File: config.mk
export PLATFORM = sky130hd
export DESIGN_NAME = frame_demux8x16_flat
export DESIGN_NICKNAME = d
export VERILOG_FILES = /design/src/rtl/frame_demux8x16_if.sv /design/src/rtl/frame_demux8x16.sv /design/src/flat_wrapper.sv
export SDC_FILE = /design/constraint.sdc
export NUM_CORES = 1
export LEC_CHECK = 0
export ABC_AREA = 1
export BUFFER_PORTS_ARGS = -buffer_cell sky130_fd_sc_hd__buf_2
export CORE_ASPECT_RATIO = 0.9
export CORE_MARGIN = 4
export CORE_UTILIZATION = 50
export CTS_BUF_LIST = sky130_fd_sc_hd__clkbuf_4 sky130_fd_sc_hd__clkbuf_8 sky130_fd_sc_hd__clkbuf_16
export CTS_CLUSTER_DIAMETER = 40
export DETAILED_ROUTE_END_ITERATION = 8
export PLACE_DENSITY = 0.77
export SLEW_MARGIN = 10
export SYNTH_ARGS = -nofsm -noshare
export SYNTH_HDL_FRONTEND = slang
export SYNTH_SLANG_ARGS = --single-unit
File: constraint.sdc
create_clock -name clock -period 1.7 [get_ports clock]
set_clock_uncertainty 0.2 [all_clocks]
set_input_delay 0.51 -clock clock [delete_from_list [all_inputs] [get_ports clock]]
set_output_delay 0.51 -clock clock [all_outputs]
set_load 0.1 [all_outputs]
File: src/rtl/frame_demux8x16_if.sv
// Bundle of the serial word input, the parallel frame output and the slot
// counter for frame_demux8x16. The "slave" modport is the deserializer's view.
// The "master" modport is the view of the environment that feeds and drains it.
interface frame_demux8x16_if #(
    parameter int WIDTH = 16
);
    // Serial word input side
    logic [WIDTH-1:0] in;
    logic             in_valid;
    logic             in_ready;
    logic             flush;

    // Parallel frame output side: slots 0..7
    logic [WIDTH-1:0] a;
    logic [WIDTH-1:0] b;
    logic [WIDTH-1:0] c;
    logic [WIDTH-1:0] d;
    logic [WIDTH-1:0] e;
    logic [WIDTH-1:0] f;
    logic [WIDTH-1:0] g;
    logic [WIDTH-1:0] h;
    logic             out_valid;
    logic             out_ready;

    // Status: next slot index, and FSM state (0 = FILL, 1 = FULL)
    logic [2:0]       count;
    logic             dbg_state;

    modport slave (
        input  in, in_valid, flush, out_ready,
        output in_ready, a, b, c, d, e, f, g, h, out_valid, count, dbg_state
    );

    modport master (
        output in, in_valid, flush, out_ready,
        input  in_ready, a, b, c, d, e, f, g, h, out_valid, count, dbg_state
    );
endinterface

File: src/rtl/frame_demux8x16.sv
// frame_demux8x16: deserializes eight consecutive accepted words into the
// parallel slots a..h (slot order matches the Mux8Way16 select code). The
// completed frame is then offered downstream.
//
// Handshake rule, used on both sides: a transfer happens on a rising edge
// where valid and ready are both 1. Ready and valid are registered, and
// ready never depends on valid in the same cycle.
// - Input side: in_valid/in_ready. in_ready is high exactly in FILL.
// - Output side: out_valid/out_ready. out_valid is high exactly in FULL.
// flush (and reset above it) overrides both handshakes on the same edge.
module frame_demux8x16 #(
    parameter int WIDTH = 16
) (
    input  logic                clock,
    input  logic                reset,
    frame_demux8x16_if.slave    bus
);

    typedef enum logic {
        FILL = 1'b0,
        FULL = 1'b1
    } state_t;

    state_t           state_q, state_d;
    logic [2:0]       count_q, count_d;
    logic [WIDTH-1:0] slot_q [8];
    logic [WIDTH-1:0] slot_d [8];
    logic             in_ready_q;
    logic             out_valid_q;

    // Next-state decode: flush beats both handshakes; a FULL frame is frozen
    always_comb begin
        state_d = state_q;
        count_d = count_q;
        for (int i = 0; i < 8; i++) begin
            slot_d[i] = slot_q[i];
        end

        if (bus.flush) begin
            count_d = 3'd0;
            state_d = FILL;
        end else begin
            case (state_q)
                FILL: begin
                    if (bus.in_valid) begin
                        slot_d[count_q] = bus.in;
                        count_d         = count_q + 3'd1;
                        if (count_q == 3'd7) begin
                            state_d = FULL;
                        end
                    end
                end
                FULL: begin
                    if (bus.out_ready) begin
                        state_d = FILL;
                    end
                end
                default: state_d = FILL;
            endcase
        end
    end

    // State, counter, slots and the registered handshake outputs
    always_ff @(posedge clock) begin
        if (reset) begin
            state_q     <= FILL;
            count_q     <= 3'd0;
            in_ready_q  <= 1'b1;
            out_valid_q <= 1'b0;
            for (int i = 0; i < 8; i++) begin
                slot_q[i] <= '0;
            end
        end else begin
            state_q     <= state_d;
            count_q     <= count_d;
            in_ready_q  <= (state_d == FILL);
            out_valid_q <= (state_d == FULL);
            for (int i = 0; i < 8; i++) begin
                slot_q[i] <= slot_d[i];
            end
        end
    end

    assign bus.in_ready  = in_ready_q;
    assign bus.out_valid = out_valid_q;
    assign bus.count     = count_q;
    assign bus.dbg_state = state_q;
    assign bus.a         = slot_q[0];
    assign bus.b         = slot_q[1];
    assign bus.c         = slot_q[2];
    assign bus.d         = slot_q[3];
    assign bus.e         = slot_q[4];
    assign bus.f         = slot_q[5];
    assign bus.g         = slot_q[6];
    assign bus.h         = slot_q[7];

endmodule

File: src/flat_wrapper.sv
// flat-port wrapper written by rule: the top's interface ports become plain ports
module frame_demux8x16_flat 
#(
    parameter int WIDTH = 16
)
  (clock, reset, bus_in, bus_in_valid, bus_flush, bus_out_ready, bus_in_ready, bus_a, bus_b, bus_c, bus_d, bus_e, bus_f, bus_g, bus_h, bus_out_valid, bus_count, bus_dbg_state);
  frame_demux8x16_if #(.WIDTH(WIDTH)) bus_i ();
  input  logic clock;
  input  logic reset;
  input wire logic [$bits(bus_i.in)-1:0] bus_in;
  input wire logic [$bits(bus_i.in_valid)-1:0] bus_in_valid;
  input wire logic [$bits(bus_i.flush)-1:0] bus_flush;
  input wire logic [$bits(bus_i.out_ready)-1:0] bus_out_ready;
  output wire logic [$bits(bus_i.in_ready)-1:0] bus_in_ready;
  output wire logic [$bits(bus_i.a)-1:0] bus_a;
  output wire logic [$bits(bus_i.b)-1:0] bus_b;
  output wire logic [$bits(bus_i.c)-1:0] bus_c;
  output wire logic [$bits(bus_i.d)-1:0] bus_d;
  output wire logic [$bits(bus_i.e)-1:0] bus_e;
  output wire logic [$bits(bus_i.f)-1:0] bus_f;
  output wire logic [$bits(bus_i.g)-1:0] bus_g;
  output wire logic [$bits(bus_i.h)-1:0] bus_h;
  output wire logic [$bits(bus_i.out_valid)-1:0] bus_out_valid;
  output wire logic [$bits(bus_i.count)-1:0] bus_count;
  output wire logic [$bits(bus_i.dbg_state)-1:0] bus_dbg_state;
  assign bus_i.in = bus_in;
  assign bus_i.in_valid = bus_in_valid;
  assign bus_i.flush = bus_flush;
  assign bus_i.out_ready = bus_out_ready;
  assign bus_in_ready = bus_i.in_ready;
  assign bus_a = bus_i.a;
  assign bus_b = bus_i.b;
  assign bus_c = bus_i.c;
  assign bus_d = bus_i.d;
  assign bus_e = bus_i.e;
  assign bus_f = bus_i.f;
  assign bus_g = bus_i.g;
  assign bus_h = bus_i.h;
  assign bus_out_valid = bus_i.out_valid;
  assign bus_count = bus_i.count;
  assign bus_dbg_state = bus_i.dbg_state;
  frame_demux8x16 #(.WIDTH(WIDTH)) u_core (.clock(clock), .reset(reset), .bus(bus_i));
endmodule
==> results of run 1 <==
-- power groups by stage --
stage,sequential [W],clock (W),combinational [W]
final,0.00324,0.00378,0.00120
after global routing,0.00324,0.00391,0.00124
after CTS,0.00323,0.00376,0.00113
after detailed placement,0.00330,0,0.00110
after global placement,0.00329,0,0.00108
after floorplan,0.00365,0,0.000287
-- worst min path at each step --
stage / end / slack, ns / cells after the start / from
5_1_grt: u_core.bus.in_ready / 0.18 / 3 / bus_out_ready
3_3_place_gp: u_core.slot_q[0][53] / 0.31 / 2 / u_core.slot_q[0][53]
2_1_floorplan: u_core.bus.count[0] / 0.44 / 2 / u_core.bus.count[0]
4_1_cts: u_core.bus.in_ready / 0.17 / 3 / bus_out_ready
6_report: u_core.bus.in_ready / 0.17 / 3 / bus_out_ready
3_5_place_dp: u_core.slot_q[1][1] / 0.31 / 2 / u_core.slot_q[1][1]
-- timing repair --
action,CTS,global route
resized for setup,59,80
gates cloned,0,2
pin swaps,0,2
endpoints found under the hold margin,0,0
setup buffers,3,3
endpoints found under the setup margin,64,90
-- through the flow --
step	setup slack, ns	utilization	cells	cell area [µm²]
final	-0.0560	0.913	1066	9310
after global routing	-0.0832	0.913	1066	9310
after CTS	-0.00805	0.893	1061	9110
after detailed placement	-0.132	0.823	1026	8400
after global placement	-0.0287	0.823	1026	8400
after floorplan	0.0429	-	747	5220
-- Yosys cell counts --
cell,n,area share
buf_2,16,0.015
nand2_2,1,0.0012
o21ai_0,3,0.0029
nand2_1,200,0.14
ha_1,2,0.0048
nor2_1,259,0.19
nand3_1,67,0.064
a21oi_1,3,0.0029
clkbuf_1,14,0.010
nand3_2,1,0.0019
buf_4,11,0.016
dfxtp_1,133,0.51
nor3_2,1,0.0019
nor2_2,5,0.0060
nor2_4,5,0.011
inv_1,26,0.019
-- worst min-delay path, delay by kind of cell --
family	cells	cell delay, ns
compound gates	1	0.07
simple gates	1	0.09
buf+inv	1	0.08
-- state kept, by name (all words and copies together) (netlist names) --
signal	count
u_core.slot_q	128
u_core.bus.dbg_state	1
u_core.bus.count	3
u_core.bus.in_ready	1
-- layout make-up --
class | count | area share
clock buffer | 22 | 0.0529
sequential | 133 | 0.305
multi-input combinational | 547 | 0.243
inverter | 26 | 0.0107
clock inverter | 10 | 0.0129
timing repair buffer | 199 | 0.358
tap | 129 | 0.0173
-- routing by layer --
layer,part of all wire,GRT usage,vias up
li1,-,-,2632
met1,0.36,0.376,2811
met2,0.49,0.549,461
met3,0.097,0.0880,115
met4,0.062,0.183,0
met5,0,0,-
-- cells by family (layout without fill, tap and decap cells) --
kind of cell | Yosys count | in the layout | synth area share
AOI/OAI and AO/OA | 6 | 6 | 0.00577
adders and majority gates | 2 | 2 | 0.00481
buffers and inverters | 67 | 257 | 0.0601
DFF | 133 | 133 | 0.512
and+or+nand+nor | 539 | 539 | 0.418
==> metrics.txt, run 1 <==
# TYPE chip_impl_metric gauge
chip_impl_info{name="status",value="complete, but fails checks"} 1
chip_impl_info{name="violated_checks",value="negative setup slack"} 1
chip_impl_metric{name="multi_input_comb_area",unit="µm²"} 2270
chip_impl_metric{name="drv.max_cap_violation_count",unit=""} 0
chip_impl_metric{name="clock_latency_reported_for_the_late_side_of_the_worst_skew_pair",unit="ns"} 0.41
chip_impl_metric{name="path_buf_inv",unit=""} 3
chip_impl_metric{name="cts.clk_slew.worst_paths",unit="ns"} 0.06
chip_impl_metric{name="report.final.hold_viol_count",unit=""} 0
chip_impl_metric{name="cts_made_buffers",unit=""} 17
chip_impl_info{name="holdCritPathClass",value="input pin to register"} 1
chip_impl_metric{name="overall_fraction_of_global_route_tracks_in_use",unit=""} 0.329
chip_impl_metric{name="register_area",unit="µm²"} 2840
chip_impl_info{name="timing.setup.critical_path_class",value="register to register"} 1
chip_impl_metric{name="syn2layout_area_growth",unit="%"} 79.0
chip_impl_metric{name="floorplan.die.height",unit="µm"} 105
chip_impl_info{name="layout.cells.most_common_list",value="nor2_1 (259), nand2_1 (197), buf_12 (148)"} 1
chip_impl_metric{name="pwr-share-comb",unit=""} 0.146
chip_impl_metric{name="p_switching",unit="W"} 0.00228
chip_impl_metric{name="floorplan.initialDensity",unit=""} 0.510
chip_impl_metric{name="synth-warning-count",unit=""} 0
chip_impl_metric{name="data_arrival_time_at_the_worst_slack_endpoint",unit="ns"} 1.85
chip_impl_metric{name="post-layout-total-power",unit="W"} 0.00822
chip_impl_metric{name="max_stage_delay",unit="ns"} 0.38
chip_impl_info{name="layout_commonest_cell",value="nor2_1"} 1
chip_impl_metric{name="cellInternalPower",unit="W"} 0.00594
chip_impl_metric{name="timing.hold.ws",unit="ns"} 0.173
chip_impl_metric{name="synth_sequential_area_ratio",unit=""} 0.512
chip_impl_metric{name="mappedNetlistArea",unit="µm²"} 5200
chip_impl_info{name="end_kind",value="register"} 1
chip_impl_metric{name="syn_nets",unit=""} 770
chip_impl_metric{name="wire_per_inst",unit="µm"} 20.3
chip_impl_metric{name="routed_via_density",unit=""} 5.65
chip_impl_metric{name="grt_antenna_before_repair",unit=""} 0
chip_impl_metric{name="fmaxAchievable",unit="GHz"} 0.569
chip_impl_metric{name="timing.critical_path.required",unit="ns"} 1.80
chip_impl_metric{name="ir_drop",unit="V"} 0.000739
chip_impl_metric{name="seq_power_share",unit=""} 0.394
chip_impl_metric{name="grt_first_pass_wirelength",unit="µm"} 30400
chip_impl_metric{name="detail_route.iter0.violations",unit=""} 741
chip_impl_metric{name="slew_headroom",unit=""} 0.662
chip_impl_metric{name="core-area",unit="µm²"} 10200
chip_impl_info{name="critical_path.cell_chain",value="inv_2 -> nand2_2 -> nor2_4 -> buf_4 -> buf_12 -> nand3_1 -> nand2_2 -> nor2_1"} 1
chip_impl_metric{name="clock_power_share",unit=""} 0.460
chip_impl_info{name="crit_family",value="simple AND/OR/NAND/NOR gates"} 1
chip_impl_metric{name="fp.dieW",unit="µm"} 116
chip_impl_metric{name="post-route-period-util",unit=""} 1.03
chip_impl_info{name="endpoint",value="u_core.slot_q[0][37]"} 1
chip_impl_metric{name="ctsHtreeMaxLevel",unit=""} 4
chip_impl_metric{name="maximum_fanout_along_the_worst_path",unit=""} 9
chip_impl_metric{name="timing.critical_path.depth",unit=""} 8
chip_impl_metric{name="cts.hold.buffers_added",unit=""} 0
chip_impl_metric{name="layout_setup_ws",unit="ns"} -0.0560
chip_impl_metric{name="portBuffers",unit=""} 154
chip_impl_metric{name="power.static_leakage",unit="nW"} 3.95
chip_impl_metric{name="gpl.final_weighted_congestion",unit=""} 0.841
chip_impl_metric{name="final_period_minus_worst_setup_slack",unit="ns"} 1.76
chip_impl_metric{name="dpl.hpwl",unit="µm"} 11700
chip_impl_info{name="ff_to_ff_end",value="u_core.slot_q[0][37]"} 1
chip_impl_info{name="cp_max_delay_cell",value="dfxtp_4"} 1
chip_impl_info{name="setup.worst_path.start",value="u_core.bus.dbg_state"} 1
chip_impl_metric{name="number_of_antenna_cells_inserted",unit=""} 0
chip_impl_metric{name="total_routed_length",unit="µm"} 21700
chip_impl_metric{name="post_synth.cell_area_avg",unit="µm²"} 6.96
chip_impl_metric{name="worstMarginPinSlew",unit="ns"} 0.507
chip_impl_metric{name="antenna_violating_nets_post_route",unit=""} 0
chip_impl_metric{name="nFillCells",unit=""} 359
chip_impl_metric{name="power.density",unit="nW/µm²"} 882
chip_impl_metric{name="slack_of_the_worst_reg_to_reg_path",unit="ns"} -0.06
chip_impl_metric{name="io_pins",unit=""} 155
chip_impl_metric{name="layout-drive-gt1-share",unit=""} 0.409
chip_impl_info{name="critPathMostFrequentCell",value="nand2_2"} 1
chip_impl_metric{name="grt_start_max_net_pins",unit=""} 35
chip_impl_info{name="tritoncts_clock_tree",value="yes"} 1
chip_impl_metric{name="yosys.cell_types.count",unit=""} 16
chip_impl_metric{name="synth_seq_cells",unit=""} 133
chip_impl_metric{name="final_total_negative_setup_slack",unit="ns"} -0.133
chip_impl_metric{name="num_rows",unit=""} 35
chip_impl_info{name="cts.root.buffer_cell",value="clkbuf_16"} 1
chip_impl_metric{name="first_pass_iters",unit=""} 6
chip_impl_metric{name="floorplan.die_area",unit="µm²"} 12100
chip_impl_metric{name="num_vias",unit=""} 6019
chip_impl_info{name="rsz_0062_raised_after_global_routing",value="true"} 1
chip_impl_metric{name="drcViolationCount",unit=""} 0
chip_impl_metric{name="final_nets",unit=""} 947
chip_impl_metric{name="clk_path_buf_depth",unit=""} 2
chip_impl_info{name="start_kind",value="register"} 1
chip_impl_metric{name="final-setup-viol-count",unit=""} 4
chip_impl_info{name="worst_r2r_startpoint",value="u_core.bus.dbg_state"} 1
chip_impl_metric{name="grt_remaining_overflow",unit=""} 0
chip_impl_metric{name="reg2reg_depth",unit=""} 8
chip_impl_metric{name="swShare",unit=""} 0.277
chip_impl_metric{name="maxSlewViolCount",unit=""} 0
chip_impl_metric{name="via_count_of_the_first_global_routing_pass",unit=""} 5761
chip_impl_metric{name="synthesis.instances",unit=""} 747
chip_impl_metric{name="clock-sinks",unit=""} 133
No activity file was read; power rests on OpenSTA's default activity.
==> run 2, diff against run 1 <==
--- a/config.mk
+++ b/config.mk
@@ -14,6 +14,7 @@
 export CTS_CLUSTER_DIAMETER = 40
 export DETAILED_ROUTE_END_ITERATION = 8
 export PLACE_DENSITY = 0.77
+export SETUP_SLACK_MARGIN = 0.4
 export SLEW_MARGIN = 10
 export SYNTH_ARGS = -nofsm -noshare
 export SYNTH_HDL_FRONTEND = slang
==> run 2 against run 1 <==
Compared with the run above: the run now fails in clock tree synthesis (4_1_cts); synthesized area is the same; synthesized cell count stayed put.
==> metrics.txt, run 2 <==
# TYPE chip_impl_metric gauge
chip_impl_info{name="status",value="aborted with a tool error"} 1
chip_impl_info{name="halt_stage",value="clock tree synthesis (4_1_cts)"} 1
chip_impl_info{name="error_line",value="[ERROR DPL-0038] Utilization greater than 100%, impossible to legalize"} 1
chip_impl_metric{name="cts_post_setup_buffers_inserted",unit=""} 75
chip_impl_metric{name="syn_nets",unit=""} 770
chip_impl_metric{name="floorplan.die.height",unit="µm"} 105
chip_impl_info{name="cts.root.buffer_cell",value="clkbuf_16"} 1
chip_impl_metric{name="clk_path_buf_depth",unit=""} 2
chip_impl_metric{name="ctsResizeCount",unit=""} 255
chip_impl_metric{name="floorplan.initialDensity",unit=""} 0.510
chip_impl_metric{name="mappedNetlistArea",unit="µm²"} 5200
chip_impl_info{name="cell_type_contributing_the_most_total_cell_area_after_synthesis",value="dfxtp_1"} 1
chip_impl_metric{name="dpl.hpwl",unit="µm"} 15600
chip_impl_metric{name="synth_sequential_area_ratio",unit=""} 0.512
chip_impl_metric{name="gpl.final_weighted_congestion",unit=""} 0.830
chip_impl_metric{name="fp.dieW",unit="µm"} 116
chip_impl_metric{name="synthArstFlopShare",unit=""} 0
chip_impl_metric{name="io_pins",unit=""} 155
chip_impl_metric{name="synth-warning-count",unit=""} 0
chip_impl_metric{name="yosys.cell_types.count",unit=""} 16
chip_impl_info{name="yosys.cell_count.top_type",value="nor2_1"} 1
chip_impl_metric{name="synth.top_cell.area_share",unit=""} 0.512
chip_impl_info{name="synth.area.top_cells",value="dfxtp_1 (51%), nor2_1 (19%), nand2_1 (14%)"} 1
chip_impl_metric{name="synth_enable_flop_cells",unit=""} 0
chip_impl_metric{name="synthesis.instances",unit=""} 747
chip_impl_metric{name="num_rows",unit=""} 35
chip_impl_metric{name="cts.hold.buffers_added",unit=""} 0
chip_impl_metric{name="clock-sinks",unit=""} 133
chip_impl_metric{name="ctsHtreeMaxLevel",unit=""} 4
chip_impl_metric{name="portBuffers",unit=""} 154
chip_impl_metric{name="dp_slack",unit="ns"} -0.132
chip_impl_info{name="synth_commonest_cells",value="nor2_1 (259), nand2_1 (200), dfxtp_1 (133)"} 1
chip_impl_metric{name="post_synth.cell_area_avg",unit="µm²"} 6.96
chip_impl_info{name="synthFlopType",value="dfxtp_1"} 1
chip_impl_metric{name="cts_made_buffers",unit=""} 17
chip_impl_metric{name="synth_seq_cells",unit=""} 133
==> run 2: cell counts after synthesis <==
No cell type changed its count.
==> run 2: metrics by stage <==
stage	setup TNS, ns	instance area, µm²	std cells	hold WS, ns
after detailed placement	-8.24	9330	1028	0.294
after floorplan	0	6260	747	0.431
after global placement	-0.0689	9330	1028	0.279
==> run 2: kinds of logic after synthesis <==
logic type | count (synthesis) | share of synthesized area
compound gates | 6 | 0.00577
fa+ha+maj | 2 | 0.00481
buf+inv | 67 | 0.0601
flops | 133 | 0.512
simple gates | 539 | 0.418
==> run 3, diff against run 2 <==
--- a/config.mk
+++ b/config.mk
@@ -7,14 +7,10 @@
 export LEC_CHECK = 0
 export ABC_AREA = 1
 export BUFFER_PORTS_ARGS = -buffer_cell sky130_fd_sc_hd__buf_2
-export CORE_ASPECT_RATIO = 0.9
 export CORE_MARGIN = 4
-export CORE_UTILIZATION = 50
-export CTS_BUF_LIST = sky130_fd_sc_hd__clkbuf_4 sky130_fd_sc_hd__clkbuf_8 sky130_fd_sc_hd__clkbuf_16
-export CTS_CLUSTER_DIAMETER = 40
+export CORE_UTILIZATION = 35
 export DETAILED_ROUTE_END_ITERATION = 8
-export PLACE_DENSITY = 0.77
-export SETUP_SLACK_MARGIN = 0.4
+export PLACE_DENSITY_LB_ADDON = 0.15
 export SLEW_MARGIN = 10
 export SYNTH_ARGS = -nofsm -noshare
 export SYNTH_HDL_FRONTEND = slang
==> run 3 against run 2 <==
Compared with the run above: the run now ends clean.
==> metrics.txt, run 3 (same netlist as run 1, synthesis figures left out) <==
# TYPE chip_impl_metric gauge
chip_impl_metric{name="clk_path_buf_depth",unit=""} 2
chip_impl_metric{name="reg2reg_depth",unit=""} 9
chip_impl_metric{name="dp_slack",unit="ns"} -0.0948
chip_impl_info{name="crit_family",value="flip-flops"} 1
chip_impl_metric{name="pwr-share-comb",unit=""} 0.146
chip_impl_metric{name="slack_of_the_worst_reg_to_reg_path",unit="ns"} 0.10
chip_impl_metric{name="routed_via_density",unit=""} 4.59
chip_impl_info{name="holdCritPathClass",value="input pin to register"} 1
chip_impl_info{name="start_kind",value="register"} 1
chip_impl_metric{name="power.density",unit="nW/µm²"} 842
chip_impl_metric{name="timing.critical_path.required",unit="ns"} 0.99
chip_impl_metric{name="clock_power_share",unit=""} 0.444
chip_impl_metric{name="num_vias",unit=""} 5133
chip_impl_info{name="timing.hold.worst_endpoint",value="u_core.bus.in_ready"} 1
chip_impl_metric{name="p_switching",unit="W"} 0.00215
chip_impl_metric{name="floorplan.die.height",unit="µm"} 130
chip_impl_metric{name="clock_latency_reported_for_the_late_side_of_the_worst_skew_pair",unit="ns"} 0.42
chip_impl_metric{name="cts_made_buffers",unit=""} 17
chip_impl_metric{name="first_pass_iters",unit=""} 5
chip_impl_info{name="end_kind",value="output port"} 1
chip_impl_metric{name="core-area",unit="µm²"} 14500
chip_impl_metric{name="ir_drop",unit="V"} 0.000682
chip_impl_info{name="cp_max_delay_cell",value="dfxtp_4"} 1
chip_impl_info{name="tritoncts_clock_tree",value="yes"} 1
chip_impl_metric{name="number_of_antenna_cells_inserted",unit=""} 0
chip_impl_metric{name="floorplan.die_area",unit="µm²"} 16900
chip_impl_metric{name="data_arrival_time_at_the_worst_slack_endpoint",unit="ns"} 0.98
chip_impl_metric{name="total_routed_length",unit="µm"} 17100
chip_impl_info{name="layout_commonest_cell",value="nor2_1"} 1
chip_impl_metric{name="via_count_of_the_first_global_routing_pass",unit=""} 4623
chip_impl_metric{name="report.final.hold_viol_count",unit=""} 0
chip_impl_metric{name="clock-sinks",unit=""} 133
chip_impl_metric{name="fmaxAchievable",unit="GHz"} 0.592
chip_impl_info{name="cts.root.buffer_cell",value="clkbuf_16"} 1
chip_impl_info{name="worst_r2r_startpoint",value="u_core.bus.dbg_state"} 1
chip_impl_metric{name="final-setup-viol-count",unit=""} 0
chip_impl_metric{name="nFillCells",unit=""} 1204
chip_impl_info{name="status",value="completed"} 1
chip_impl_metric{name="syn2layout_area_growth",unit="%"} 79.5
chip_impl_metric{name="io_pins",unit=""} 155
chip_impl_metric{name="num_rows",unit=""} 44
chip_impl_metric{name="layout-drive-gt1-share",unit=""} 0.403
chip_impl_info{name="timing.setup.critical_path_class",value="register to output port"} 1
chip_impl_metric{name="final_period_minus_worst_setup_slack",unit="ns"} 1.69
chip_impl_metric{name="cts.hold.buffers_added",unit=""} 0
chip_impl_metric{name="detail_route.iter0.violations",unit=""} 391
chip_impl_metric{name="fp.dieW",unit="µm"} 130
chip_impl_metric{name="portBuffers",unit=""} 154
chip_impl_metric{name="dpl.hpwl",unit="µm"} 11000
chip_impl_metric{name="largest_register_ffs",unit=""} 128
chip_impl_info{name="critical_path.cell_chain",value="buf_12"} 1
chip_impl_metric{name="post-route-period-util",unit=""} 0.994
chip_impl_metric{name="overall_fraction_of_global_route_tracks_in_use",unit=""} 0.203
chip_impl_metric{name="multi_input_comb_area",unit="µm²"} 2250
chip_impl_metric{name="post-layout-total-power",unit="W"} 0.00786
chip_impl_metric{name="seq_power_share",unit=""} 0.410
chip_impl_metric{name="grt_start_max_net_pins",unit=""} 65
chip_impl_metric{name="worstMarginPinSlew",unit="ns"} 0.442
chip_impl_metric{name="maximum_fanout_along_the_worst_path",unit=""} 3
chip_impl_metric{name="slew_headroom",unit=""} 0.705
chip_impl_metric{name="swShare",unit=""} 0.273
chip_impl_metric{name="drcViolationCount",unit=""} 0
chip_impl_metric{name="maxSlewViolCount",unit=""} 0
chip_impl_metric{name="register_area",unit="µm²"} 2860
chip_impl_info{name="hold_path_startpoint",value="bus_out_ready"} 1
chip_impl_metric{name="min_delay_path_depth",unit=""} 3
chip_impl_info{name="rsz_0062_raised_after_global_routing",value="true"} 1
chip_impl_metric{name="grt_first_pass_wirelength",unit="µm"} 25600
chip_impl_metric{name="grt_remaining_overflow",unit=""} 0
chip_impl_info{name="ff_to_ff_end",value="u_core.slot_q[0][38]"} 1
chip_impl_metric{name="antenna_violating_nets_post_route",unit=""} 0
chip_impl_metric{name="gpl.final_weighted_congestion",unit=""} 0.793
chip_impl_info{name="layout.cells.most_common_list",value="nor2_1 (259), nand2_1 (199), buf_12 (150)"} 1
chip_impl_metric{name="power.static_leakage",unit="nW"} 3.93
chip_impl_metric{name="final_nets",unit=""} 944
chip_impl_metric{name="layout_setup_ws",unit="ns"} 0.0102
chip_impl_metric{name="drv.max_cap_violation_count",unit=""} 0
chip_impl_metric{name="cts.clk_slew.worst_paths",unit="ns"} 0.06
chip_impl_metric{name="grt_antenna_before_repair",unit=""} 0
chip_impl_metric{name="ctsHtreeMaxLevel",unit=""} 4
chip_impl_info{name="max_flop_register",value="u_core.slot_q"} 1
chip_impl_metric{name="wire_per_inst",unit="µm"} 15.3
chip_impl_metric{name="cellInternalPower",unit="W"} 0.00571
chip_impl_metric{name="floorplan.initialDensity",unit=""} 0.358
chip_impl_metric{name="path_buf_inv",unit=""} 1
chip_impl_metric{name="max_stage_delay",unit="ns"} 0.38
==> run 3: final cells by class <==
class,instances,area share
clock buffer,23,0.0523
multi-input combinational,547,0.241
tap,184,0.0247
clock inverter,9,0.00817
timing repair buffer,196,0.357
sequential,133,0.306
inverter,26,0.0107
==> run 3: power groups by stage <==
| stage | sequential, W | clock (W) | combinational (W) |
|---|---|---|---|
| 6_report | 0.00322 | 0.00349 | 0.00114 |
| 5_1_grt | 0.00323 | 0.00371 | 0.00120 |
| 4_1_cts | 0.00323 | 0.00355 | 0.00111 |
| 3_5_place_dp | 0.00330 | 0 | 0.00110 |
| 3_3_place_gp | 0.00330 | 0 | 0.00110 |
| 2_1_floorplan | 0.00365 | 0 | 0.000287 |
==> run 3: worst max path at each step <==
stage                          from                    to  slack [ns]  cells after the start
2_1_floorplan   u_core.bus.count[1]  u_core.slot_q[0][38]        0.04                      6
3_3_place_gp              bus_flush  u_core.slot_q[1][19]       -0.08                      8
3_5_place_dp              bus_flush  u_core.slot_q[1][27]       -0.09                      8
4_1_cts        u_core.bus.dbg_state         bus_dbg_state      -0.005                      1
5_1_grt        u_core.bus.dbg_state         bus_dbg_state       -0.02                      1
6_report       u_core.bus.dbg_state         bus_dbg_state        0.01                      1
==> run 3: through the flow <==
stage | cell area [µm²] | setup TNS [ns] | hold slack [ns] | util | cells
finish | 9340 | 0 | 0.143 | 0.643 | 1118
global route | 9340 | -0.0354 | 0.172 | 0.643 | 1118
CTS | 9220 | -0.00990 | 0.129 | 0.635 | 1115
detailed placement | 8470 | -1.96 | 0.312 | 0.583 | 1079
global placement | 8470 | -0.954 | 0.308 | 0.583 | 1079
floorplan | 5220 | 0 | 0.444 | - | 747
==> run 3: metal layers <==
metal / vias to the layer above / part of all wire / wire length (µm) / GRT usage
li1: 2628 / - / - / -
met1: 2318 / 0.43 / 7280 / 0.253
met2: 158 / 0.50 / 8470 / 0.338
met3: 29 / 0.053 / 912 / 0.0503
met4: 0 / 0.025 / 434 / 0.0770
met5: - / 0 / 0 / 0
==> run 3: what timing repair did <==
item | 4_1_cts | 5_1_grt
cloned | 0 | 2
pin swaps | 0 | 1
setup endpoints to repair | 133 | 62
gates resized for setup | 128 | 15
buffers inserted | 4 | 1
